$ cat src/rtl/rs232_fifo_tx_if.sv
// ----------------------------------------------------------------------------
// rs232_fifo_tx_if
// Pop-side link between a byte FIFO and the RS232 transmitter.
//
// Signals:
//   fifo_empty      FIFO -> TX   high when the FIFO holds no data
//   fifo_data       FIFO -> TX   FIFO read word, valid the clk after a pop
//   fifo_pop_clock  TX -> FIFO   one-clk pop strobe
//
// Modports:
//   master  transmitter side (drives the pop strobe)
//   slave   FIFO side (drives empty flag and read data)
// ----------------------------------------------------------------------------
interface rs232_fifo_tx_if #(
    parameter int unsigned DATA_WIDTH = 8
);
    logic                  fifo_empty;
    logic [DATA_WIDTH-1:0] fifo_data;
    logic                  fifo_pop_clock;

    modport master (
        input  fifo_empty,
        input  fifo_data,
        output fifo_pop_clock
    );

    modport slave (
        output fifo_empty,
        output fifo_data,
        input  fifo_pop_clock
    );
endinterface

$ cat src/rtl/rs232_fifo_tx.sv
// ----------------------------------------------------------------------------
// rs232_fifo_tx
// RS232 transmitter fed from the read side of a byte FIFO. While enabled and
// the FIFO is not empty it pops one word, latches it, and sends it as
// start bit, DATA_WIDTH data bits LSB first, optional parity, stop bit(s).
//
// Parameters:
//   CLKS_PER_BIT  clk cycles per serial bit (>= 2)
//   DATA_WIDTH    data bits per frame (matches the FIFO word)
//   PARITY        0 = none, 1 = odd, 2 = even
//   STOP_BITS     1 or 2
//
// Ports:
//   i_clk         system clock, rising edge
//   i_rst         synchronous active-high reset
//   i_enable      allows new frames to start; never aborts a running frame
//   io_fifo       FIFO pop port (empty flag, read data, pop strobe)
//   o_tx          serial line, idle high
//   o_busy        high in every state except idle
//   o_frame_done  one-clk pulse on the last clk of the final stop bit
// ----------------------------------------------------------------------------
module rs232_fifo_tx #(
    parameter int unsigned CLKS_PER_BIT = 434,
    parameter int unsigned DATA_WIDTH   = 8,
    parameter int unsigned PARITY       = 0,
    parameter int unsigned STOP_BITS    = 1
) (
    input  logic            i_clk,
    input  logic            i_rst,
    input  logic            i_enable,
    rs232_fifo_tx_if.master io_fifo,
    output logic            o_tx,
    output logic            o_busy,
    output logic            o_frame_done
);

    localparam int unsigned BaudW = (CLKS_PER_BIT > 1) ? $clog2(CLKS_PER_BIT) : 1;
    localparam int unsigned BitW  = (DATA_WIDTH > 2) ? $clog2(DATA_WIDTH) : 1;

    localparam logic [BaudW-1:0] BaudLast = BaudW'(CLKS_PER_BIT - 1);
    localparam logic [BaudW-1:0] BaudOne  = BaudW'(1);
    localparam logic [BitW-1:0]  DataLast = BitW'(DATA_WIDTH - 1);
    localparam logic [BitW-1:0]  StopLast = BitW'(STOP_BITS - 1);
    localparam logic [BitW-1:0]  BitOne   = BitW'(1);

    typedef enum logic [2:0] {
        StIdle,
        StPop,
        StSettle,
        StStart,
        StData,
        StParity,
        StStop
    } state_e;

    // Frame state
    state_e                r_state;
    logic [BaudW-1:0]      r_baud;
    logic [BitW-1:0]       r_bit;
    logic [DATA_WIDTH-1:0] r_shift;
    logic                  r_parity;

    // Registered outputs
    logic                  r_tx;
    logic                  r_pop;
    logic                  r_busy;
    logic                  r_done;

    // Next-state values
    state_e                w_state_d;
    logic [BaudW-1:0]      w_baud_d;
    logic [BitW-1:0]       w_bit_d;
    logic [DATA_WIDTH-1:0] w_shift_d;
    logic                  w_parity_d;
    logic                  w_tx_d;
    logic                  w_pop_d;
    logic                  w_busy_d;
    logic                  w_done_d;
    logic                  w_baud_last;

    always_comb begin
        w_state_d   = r_state;
        w_baud_d    = r_baud;
        w_bit_d     = r_bit;
        w_shift_d   = r_shift;
        w_parity_d  = r_parity;
        w_baud_last = (r_baud == BaudLast);

        unique case (r_state)
            StIdle: begin
                // The empty flag is only looked at here, so no pop can be
                // issued against an empty FIFO.
                if (i_enable && !io_fifo.fifo_empty) begin
                    w_state_d = StPop;
                end
            end

            StPop: begin
                w_state_d = StSettle;
            end

            StSettle: begin
                // FIFO read data is valid one clk after the pop strobe.
                w_shift_d  = io_fifo.fifo_data;
                w_parity_d = (^io_fifo.fifo_data) ^ (PARITY == 32'd1);
                w_baud_d   = '0;
                w_bit_d    = '0;
                w_state_d  = StStart;
            end

            StStart: begin
                if (w_baud_last) begin
                    w_baud_d  = '0;
                    w_bit_d   = '0;
                    w_state_d = StData;
                end else begin
                    w_baud_d = r_baud + BaudOne;
                end
            end

            StData: begin
                if (w_baud_last) begin
                    w_baud_d  = '0;
                    w_shift_d = r_shift >> 1;
                    if (r_bit == DataLast) begin
                        w_bit_d   = '0;
                        w_state_d = (PARITY != 0) ? StParity : StStop;
                    end else begin
                        w_bit_d = r_bit + BitOne;
                    end
                end else begin
                    w_baud_d = r_baud + BaudOne;
                end
            end

            StParity: begin
                if (w_baud_last) begin
                    w_baud_d  = '0;
                    w_bit_d   = '0;
                    w_state_d = StStop;
                end else begin
                    w_baud_d = r_baud + BaudOne;
                end
            end

            StStop: begin
                // r_bit counts stop bits here.
                if (w_baud_last) begin
                    w_baud_d = '0;
                    if (r_bit == StopLast) begin
                        w_bit_d   = '0;
                        w_state_d = StIdle;
                    end else begin
                        w_bit_d = r_bit + BitOne;
                    end
                end else begin
                    w_baud_d = r_baud + BaudOne;
                end
            end

            default: begin
                w_state_d = StIdle;
                w_baud_d  = '0;
                w_bit_d   = '0;
            end
        endcase

        // Outputs are decoded from the next state so they leave flops and
        // line up with the state they describe.
        case (w_state_d)
            StStart:  w_tx_d = 1'b0;
            StData:   w_tx_d = w_shift_d[0];
            StParity: w_tx_d = w_parity_d;
            default:  w_tx_d = 1'b1;
        endcase

        w_pop_d  = (w_state_d == StPop);
        w_busy_d = (w_state_d != StIdle);
        w_done_d = (w_state_d == StStop) && (w_baud_d == BaudLast) && (w_bit_d == StopLast);
    end

    always_ff @(posedge i_clk) begin
        if (i_rst) begin
            r_state  <= StIdle;
            r_baud   <= '0;
            r_bit    <= '0;
            r_shift  <= '0;
            r_parity <= 1'b0;
            r_tx     <= 1'b1;
            r_pop    <= 1'b0;
            r_busy   <= 1'b0;
            r_done   <= 1'b0;
        end else begin
            r_state  <= w_state_d;
            r_baud   <= w_baud_d;
            r_bit    <= w_bit_d;
            r_shift  <= w_shift_d;
            r_parity <= w_parity_d;
            r_tx     <= w_tx_d;
            r_pop    <= w_pop_d;
            r_busy   <= w_busy_d;
            r_done   <= w_done_d;
        end
    end

    assign io_fifo.fifo_pop_clock = r_pop;
    assign o_tx                   = r_tx;
    assign o_busy                 = r_busy;
    assign o_frame_done           = r_done;

endmodule

$ cat src/flat_wrapper.sv
// flat-port wrapper written by rule: the top's interface ports become plain ports
module rs232_fifo_tx_flat 
#(
    parameter int unsigned CLKS_PER_BIT = 434,
    parameter int unsigned DATA_WIDTH   = 8,
    parameter int unsigned PARITY       = 0,
    parameter int unsigned STOP_BITS    = 1
)
  (i_clk, i_rst, i_enable, o_tx, o_busy, o_frame_done, io_fifo_fifo_empty, io_fifo_fifo_data, io_fifo_fifo_pop_clock);
  rs232_fifo_tx_if #(.DATA_WIDTH(DATA_WIDTH)) io_fifo_i ();
  input  logic i_clk;
  input  logic i_rst;
  input  logic i_enable;
  output logic o_tx;
  output logic o_busy;
  output logic o_frame_done;
  input wire logic [$bits(io_fifo_i.fifo_empty)-1:0] io_fifo_fifo_empty;
  input wire logic [$bits(io_fifo_i.fifo_data)-1:0] io_fifo_fifo_data;
  output wire logic [$bits(io_fifo_i.fifo_pop_clock)-1:0] io_fifo_fifo_pop_clock;
  assign io_fifo_i.fifo_empty = io_fifo_fifo_empty;
  assign io_fifo_i.fifo_data = io_fifo_fifo_data;
  assign io_fifo_fifo_pop_clock = io_fifo_i.fifo_pop_clock;
  rs232_fifo_tx #(.CLKS_PER_BIT(CLKS_PER_BIT), .DATA_WIDTH(DATA_WIDTH), .PARITY(PARITY), .STOP_BITS(STOP_BITS)) u_core (.i_clk(i_clk), .i_rst(i_rst), .i_enable(i_enable), .io_fifo(io_fifo_i), .o_tx(o_tx), .o_busy(o_busy), .o_frame_done(o_frame_done));
endmodule
$ cat config.mk
export PLATFORM = sky130hd
export DESIGN_NAME = rs232_fifo_tx_flat
export DESIGN_NICKNAME = d
export VERILOG_FILES = /design/src/rtl/rs232_fifo_tx_if.sv /design/src/rtl/rs232_fifo_tx.sv /design/src/flat_wrapper.sv
export SDC_FILE = /design/constraint.sdc
export NUM_CORES = 1
export LEC_CHECK = 0
export ABC_AREA = 1
export BUFFER_PORTS_ARGS = -buffer_cell sky130_fd_sc_hd__buf_2
export CAP_MARGIN = 30
export CORE_MARGIN = 2
export CORE_UTILIZATION = 55
export DETAILED_ROUTE_END_ITERATION = 7
export HOLD_SLACK_MARGIN = 0.1
export PLACE_DENSITY = 0.74
export SLEW_MARGIN = 20
export SYNTH_ARGS = -nofsm -noshare
export SYNTH_HDL_FRONTEND = slang
export SYNTH_SLANG_ARGS = --single-unit
$ cat constraint.sdc
create_clock -name i_clk -period 2.05 [get_ports i_clk]
set_input_delay 0.3075 -clock i_clk [delete_from_list [all_inputs] [get_ports i_clk]]
set_output_delay 0.3075 -clock i_clk [all_outputs]
set_load 0.005 [all_outputs]
---- Word level (Yosys, flattened, before mapping) ----
Index checks and enable logic that the tools add are counted.
storage, ports and cells
  register bits after elaboration ......... 28
  output and inout bits ................... 4
cells by class
  add/subtract/negate cells ............... 2
  eq/ne operators ......................... 15
  mux-type cells .......................... 20
  reduce and logical (&&, ||, !) cells .... 14
operators with widths
  kind                 number
  $mux 3               12
  $eq 3x3->1 const B   7
  $pmux 3 s7           1
  $eq 9x9->1 const B   2
  $pmux 9 s2           1
  $pmux 8 s2           1
  $pmux 3 s4           1
  $add 9x1->9 const B  1
  $eq 3x2->1 const B   3
  $logic_not 3->1      3
  $mux 9               1
  $mux 8               1
  $reduce_xor 8->1     1
  $eq 3x1->1 const B   2
  $reduce_or 2->1      2
  $reduce_or 4->1      1
  $add 3x1->3 const B  1
  $logic_and 1x1->1    3
  $pmux 1 s3           1
  $reduce_bool 3->1    1
  $ne 2x1->1 const B   1
  $reduce_and 2->1     1
  $reduce_bool 2->1    1
  $logic_not 1->1      1
  $mux 1               1

---- Logic depth before layout (Yosys ltp) ----
  depth in word-level cells ............... 7
  mapped depth ............................ 14
  depth with buffers taken out ............ 14

---- Least setup slack after synthesis ----
Ideal clock, no wire load.
  path kind ............................... register to register
  from .................................... reg u_core.r_baud[0]
  to ...................................... reg u_core.r_tx (netlist: u_core.o_tx)
  library setup time ...................... 0.125 ns
  data arrival time ....................... 1.385 ns
  data required time ...................... 1.925 ns
  slack ................................... 0.540 ns
  cell stages (with the launch flop) ...... 11
  path buffers ............................ 0
  period minus slack after synthesis ...... 1.510 ns
  cells stage by stage .................... dfxtp_1 -> ha_1 -> nand2_2 -> nor2_8 -> nand3_2 -> nand2_1 -> nand2_1 -> nor2_1 -> nand2_1 -> nand2_1 -> nand4_1
on the way
  longest elaborated chain between the ends .. 5
ends and longest elaborated chain
  item                                      line                  text
  start: declaration                        rs232_fifo_tx.sv:58   logic [BaudW-1:0] r_baud;
  start signal: assignment                  rs232_fifo_tx.sv:195  r_baud <= w_baud_d;
  $eq 9x9->1 *                              rs232_fifo_tx.sv:87   w_baud_last = (r_baud == BaudLast);
  $mux 3, on equally long branches          -
  $pmux 3 s7                                rs232_fifo_tx.sv:89   unique case (r_state)
  $eq 3x3->1 or $eq 3x2->1 (tied branches)  rs232_fifo_tx.sv:170  case (w_state_d)
  $pmux 1 s3 *                              rs232_fifo_tx.sv:170
  end signal: assignment                    rs232_fifo_tx.sv:199  r_tx <= w_tx_d;
  end: declaration                          rs232_fifo_tx.sv:64   logic r_tx;
Mark *: on every way between the ends. The rest lies on a longest branch, timed or not. The select of a mux whose other input is x is not followed.
A chain may end at the register's enable or synchronous reset.

---- Final worst setup path ----
  from .................................... reg u_core.r_baud[0]
  to ...................................... reg u_core.r_done (netlist: u_core.o_frame_done)
on the way
  longest elaborated chain between the ends .. 6
ends and longest elaborated chain
  item                                       line                  text
  $add 9x1->9 or $eq 9x9->1 (tied branches)  -
  $mux 9, or another cell as far along       -
  $pmux 9 s2 or $pmux 3 s7 (tied branches)   rs232_fifo_tx.sv:89
  $eq 9x9->1 or $eq 3x3->1 (tied branches)   rs232_fifo_tx.sv:179  w_done_d = (w_state_d == StStop) && (w_baud_d == BaudLast) && (w_bit_d == StopLast);
  $logic_and 1x1->1                          rs232_fifo_tx.sv:179
  $logic_and 1x1->1 *                        rs232_fifo_tx.sv:179
  end signal: assignment                     rs232_fifo_tx.sv:202  r_done <= w_done_d;
  end: declaration                           rs232_fifo_tx.sv:67   logic r_done;
Mark *: on every way between the ends. The rest lies on a longest branch, timed or not.

==> impl_metrics.py <==
metrics = {
    "critical_path": {
        "arrival_ns": 2.00,
        "critical_path_class": "reg -> reg",
        "cp.required_ns": 2.33,
        "ff2ff_setup_slack_ns": 0.33,
        "worst-path-max-fanout": 8,
        "cp-end-kind": "register",
        "reg2reg_from": "u_core.r_baud[0]",
        "cp-start-kind": "register",
        "r2r_cells": 13,
        "rr_endpoint": "u_core.o_frame_done",
    },
    "clock_tree": {
        "cts_resized": 0,
        "clkTransAtPathRegs_ns": 0.15,
        "cts.sinks": 28,
        "cts_tree": "built",
        "cts.htree.levels": 1,
        "clockBufferDepth": 2,
        "cts_buffers": 3,
        "postCtsSetupBuffers": 0,
        "root_buffer": "clkbuf_4",
        "cts_hold_buf": 0,
        "clock_latency_ns": 0.33,
    },
    "status": {
        "status": "finished, final reports clean",
    },
    "layout": {
        "post-route-util_pct": 64.6,
        "area_delta_synth_final_pct": 10.2,
        "nets": 318,
        "final_common_cell": "nand2_1",
        "drive_above_1_share_pct": 16.7,
        "num_antenna_cells": 0,
        "final_area_um2": 2010,
        "mostFrequentLayoutCells": "nand2_1 (88), inv_1 (30), nor2_1 (30)",
    },
    "yosys": {
        "syn_area_per_cell_um2": 6.45,
        "ys.warnings.count": 0,
        "synthTopCellsByArea": "dfxtp_1 (31%), nand2_1 (18%), nand3_1 (6.3%)",
        "synth_nets": 299,
        "synth-seq-cells": 28,
        "synth_cell_types": 26,
        "yosysTopAreaCellShare_pct": 30.8,
        "ys_seq_area_share_pct": 30.8,
        "netlist_instances": 282,
        "syn-cell-area_um2": 1820,
        "yosysTopAreaCell": "dfxtp_1",
    },
    "power": {
        "p_switching_mw": 0.280,
        "power_frac_comb_pct": 15.0,
        "internal-power_mw": 0.825,
        "vdd.ir_drop.worst_mv": 0.398,
        "powerDensity_nw_per_um2": 551,
        "switching_share_pct": 25.4,
        "p_leak_nw": 0.945,
        "p_clk_share_pct": 32.8,
        "seq_power_share_pct": 52.2,
    },
    "floorplanning": {
        "core-area_um2": 3100,
        "die_h_um": 61.5,
        "ios": 16,
        "rows": 20,
        "dieArea_um2": 3780,
        "die-width_um": 61.5,
        "start_util_pct": 58.6,
    },
    "routing": {
        "drt-met1-wl_mm": 1.87,
        "drc_errors": 0,
        "antenna_left": 0,
        "avgRoutedWirePerCell_um": 11.0,
        "wl_met2_mm": 1.77,
        "viasPerCell": 5.01,
        "wl_met3_um": 105,
        "first_pass_iters": 4,
        "drt-total-wl_mm": 3.80,
        "top_layer": "met4",
        "dr_total_vias": 1725,
        "drt_iter0_markers": 149,
    },
    "flow_run": {
        "max_cap_viol_count": 0,
    },
    "timing": {
        "finalHoldViolCount": 0,
        "final_max_slew_viol_count": 0,
        "finalSetupViolations": 0,
        "setup-tns-final_ns": 0,
        "fin_crit_sh_pct": 84.0,
        "rsz0062_at_grt": "no",
        "max_slew_margin_pct": 79.1,
        "fmax_ghz": 0.581,
        "whs_ns": 0.223,
        "period_needed_ns": 1.72,
        "clock_skew_ns": 0.00594,
        "worstMarginPinSlew_ns": 0.312,
    },
    "min_path": {
        "min_to": "u_core.o_tx",
        "hold_start": "i_rst",
        "whs_path_depth": 3,
        "worstHoldPathType": "in -> reg",
    },
    "placed_design": {
        "port-buffer-count": 15,
        "dp_hpwl_mm": 2.92,
        "placed_cell_area_um2": 1950,
        "gp_congestion": 0.924,
    },
    "global_routing": {
        "grt_pass1_wl_mm": 6.57,
        "grt_max_degree": 25,
        "gr-usage-all-layers_pct": 23.0,
        "grt_overflow": 0,
        "grt_pass1_vias": 1504,
        "antenna_found_initial": 0,
    },
}
[Yosys cell counts]
master	n
a21oi_1	12
a22oi_1	2
a31oi_1	6
clkbuf_1	3
dfxtp_1	28
ha_1	5
inv_1	30
inv_2	7
nand2_1	88
nand2_2	8
nand2_4	2
nand2_8	1
nand3_1	23
nand3_2	3
nand4_1	9
nor2_1	30
nor2_2	4
nor2_4	1
nor2_8	2
nor3_1	3
o21ai_0	2
o21ai_1	4
o21bai_1	1
or2_2	1
xnor2_1	3
xor2_1	4
[power by group through the flow]
stage	combinational, mW	clock [mW]	sequential, mW
floorplan	0.116	0	0.587
global placement	0.165	0	0.588
global route	0.192	0.396	0.580
detailed placement	0.165	0	0.588
finish	0.166	0.362	0.577
CTS	0.167	0.374	0.577
[critical path, cell delays in order, from the launching register on]
cell and delay, ns:
dfxtp_1 0.43, ha_1 0.21, nand2_2 0.10, nor2_8 0.20, nand2_8 0.11, nand2_4 0.12, inv_2 0.05, nand2_2 0.05
nand2_2 0.05, nand2_2 0.05, nand2_1 0.05, nor2_1 0.10, nand2_1 0.07, nor2_2 0.07
[cells by family (layout without fill, tap and decap cells)]
group,count (synthesis),count (layout),synth area share [%]
AOI/OAI and AO/OA,27,27,8.25
xor gates and xnor gates,7,7,3.37
adders and majority gates,5,5,3.44
buffers and inverters,40,58,8.25
DFF,28,28,30.8
and+or+nand+nor,175,175,45.9
[how the worst max path moves through the flow]
stage                           from                  end  slack (ns)  cells after the start
floorplan           u_core.r_baud[0]          u_core.o_tx        0.54                     10
global placement    u_core.r_baud[0]          u_core.o_tx        0.37                     10
detailed placement  u_core.r_baud[0]          u_core.o_tx        0.35                     10
CTS                 u_core.r_baud[0]  u_core.o_frame_done        0.32                     13
global route        u_core.r_baud[0]          u_core.o_tx        0.17                     10
finish              u_core.r_baud[0]  u_core.o_frame_done        0.33                     13
[final cells by class]
class	count	area (um^2)
clock inverters	1	30.0
inverters	37	139
fillers	328	1100
repair buffers	17	90.1
multi-input cells	214	1110
clock buffers	3	22.5
flip-flops and latches	28	561
well taps	44	55.1
[flip-flops by register name (all words and copies together), names as in the netlist]
signal and cells:
u_core.r_shift 8, u_core.r_parity 1, u_core.r_state 3, u_core.r_bit 3
u_core.o_busy 1, u_core.o_frame_done 1, u_core.r_baud 9, u_core.io_fifo.fifo_pop_clock 1
u_core.o_tx 1
[routing by layer]
metal / GRT usage (%) / up-vias
met4: 7.90 / 0
met5: 0 / -
met2: 38.0 / 30
met3: 3.36 / 6
met1: 30.5 / 754
li1: - / 935
[per-stage QoR]
stage                     worst slack, ns  cells  power, mW
after global placement              0.367    340      0.753
after CTS                           0.320    344       1.12
final                               0.327    344       1.10
after floorplan                     0.540    282      0.703
after detailed placement            0.355    340      0.754
after global routing                0.165    344       1.17
(Power assumes the default switching activity.)
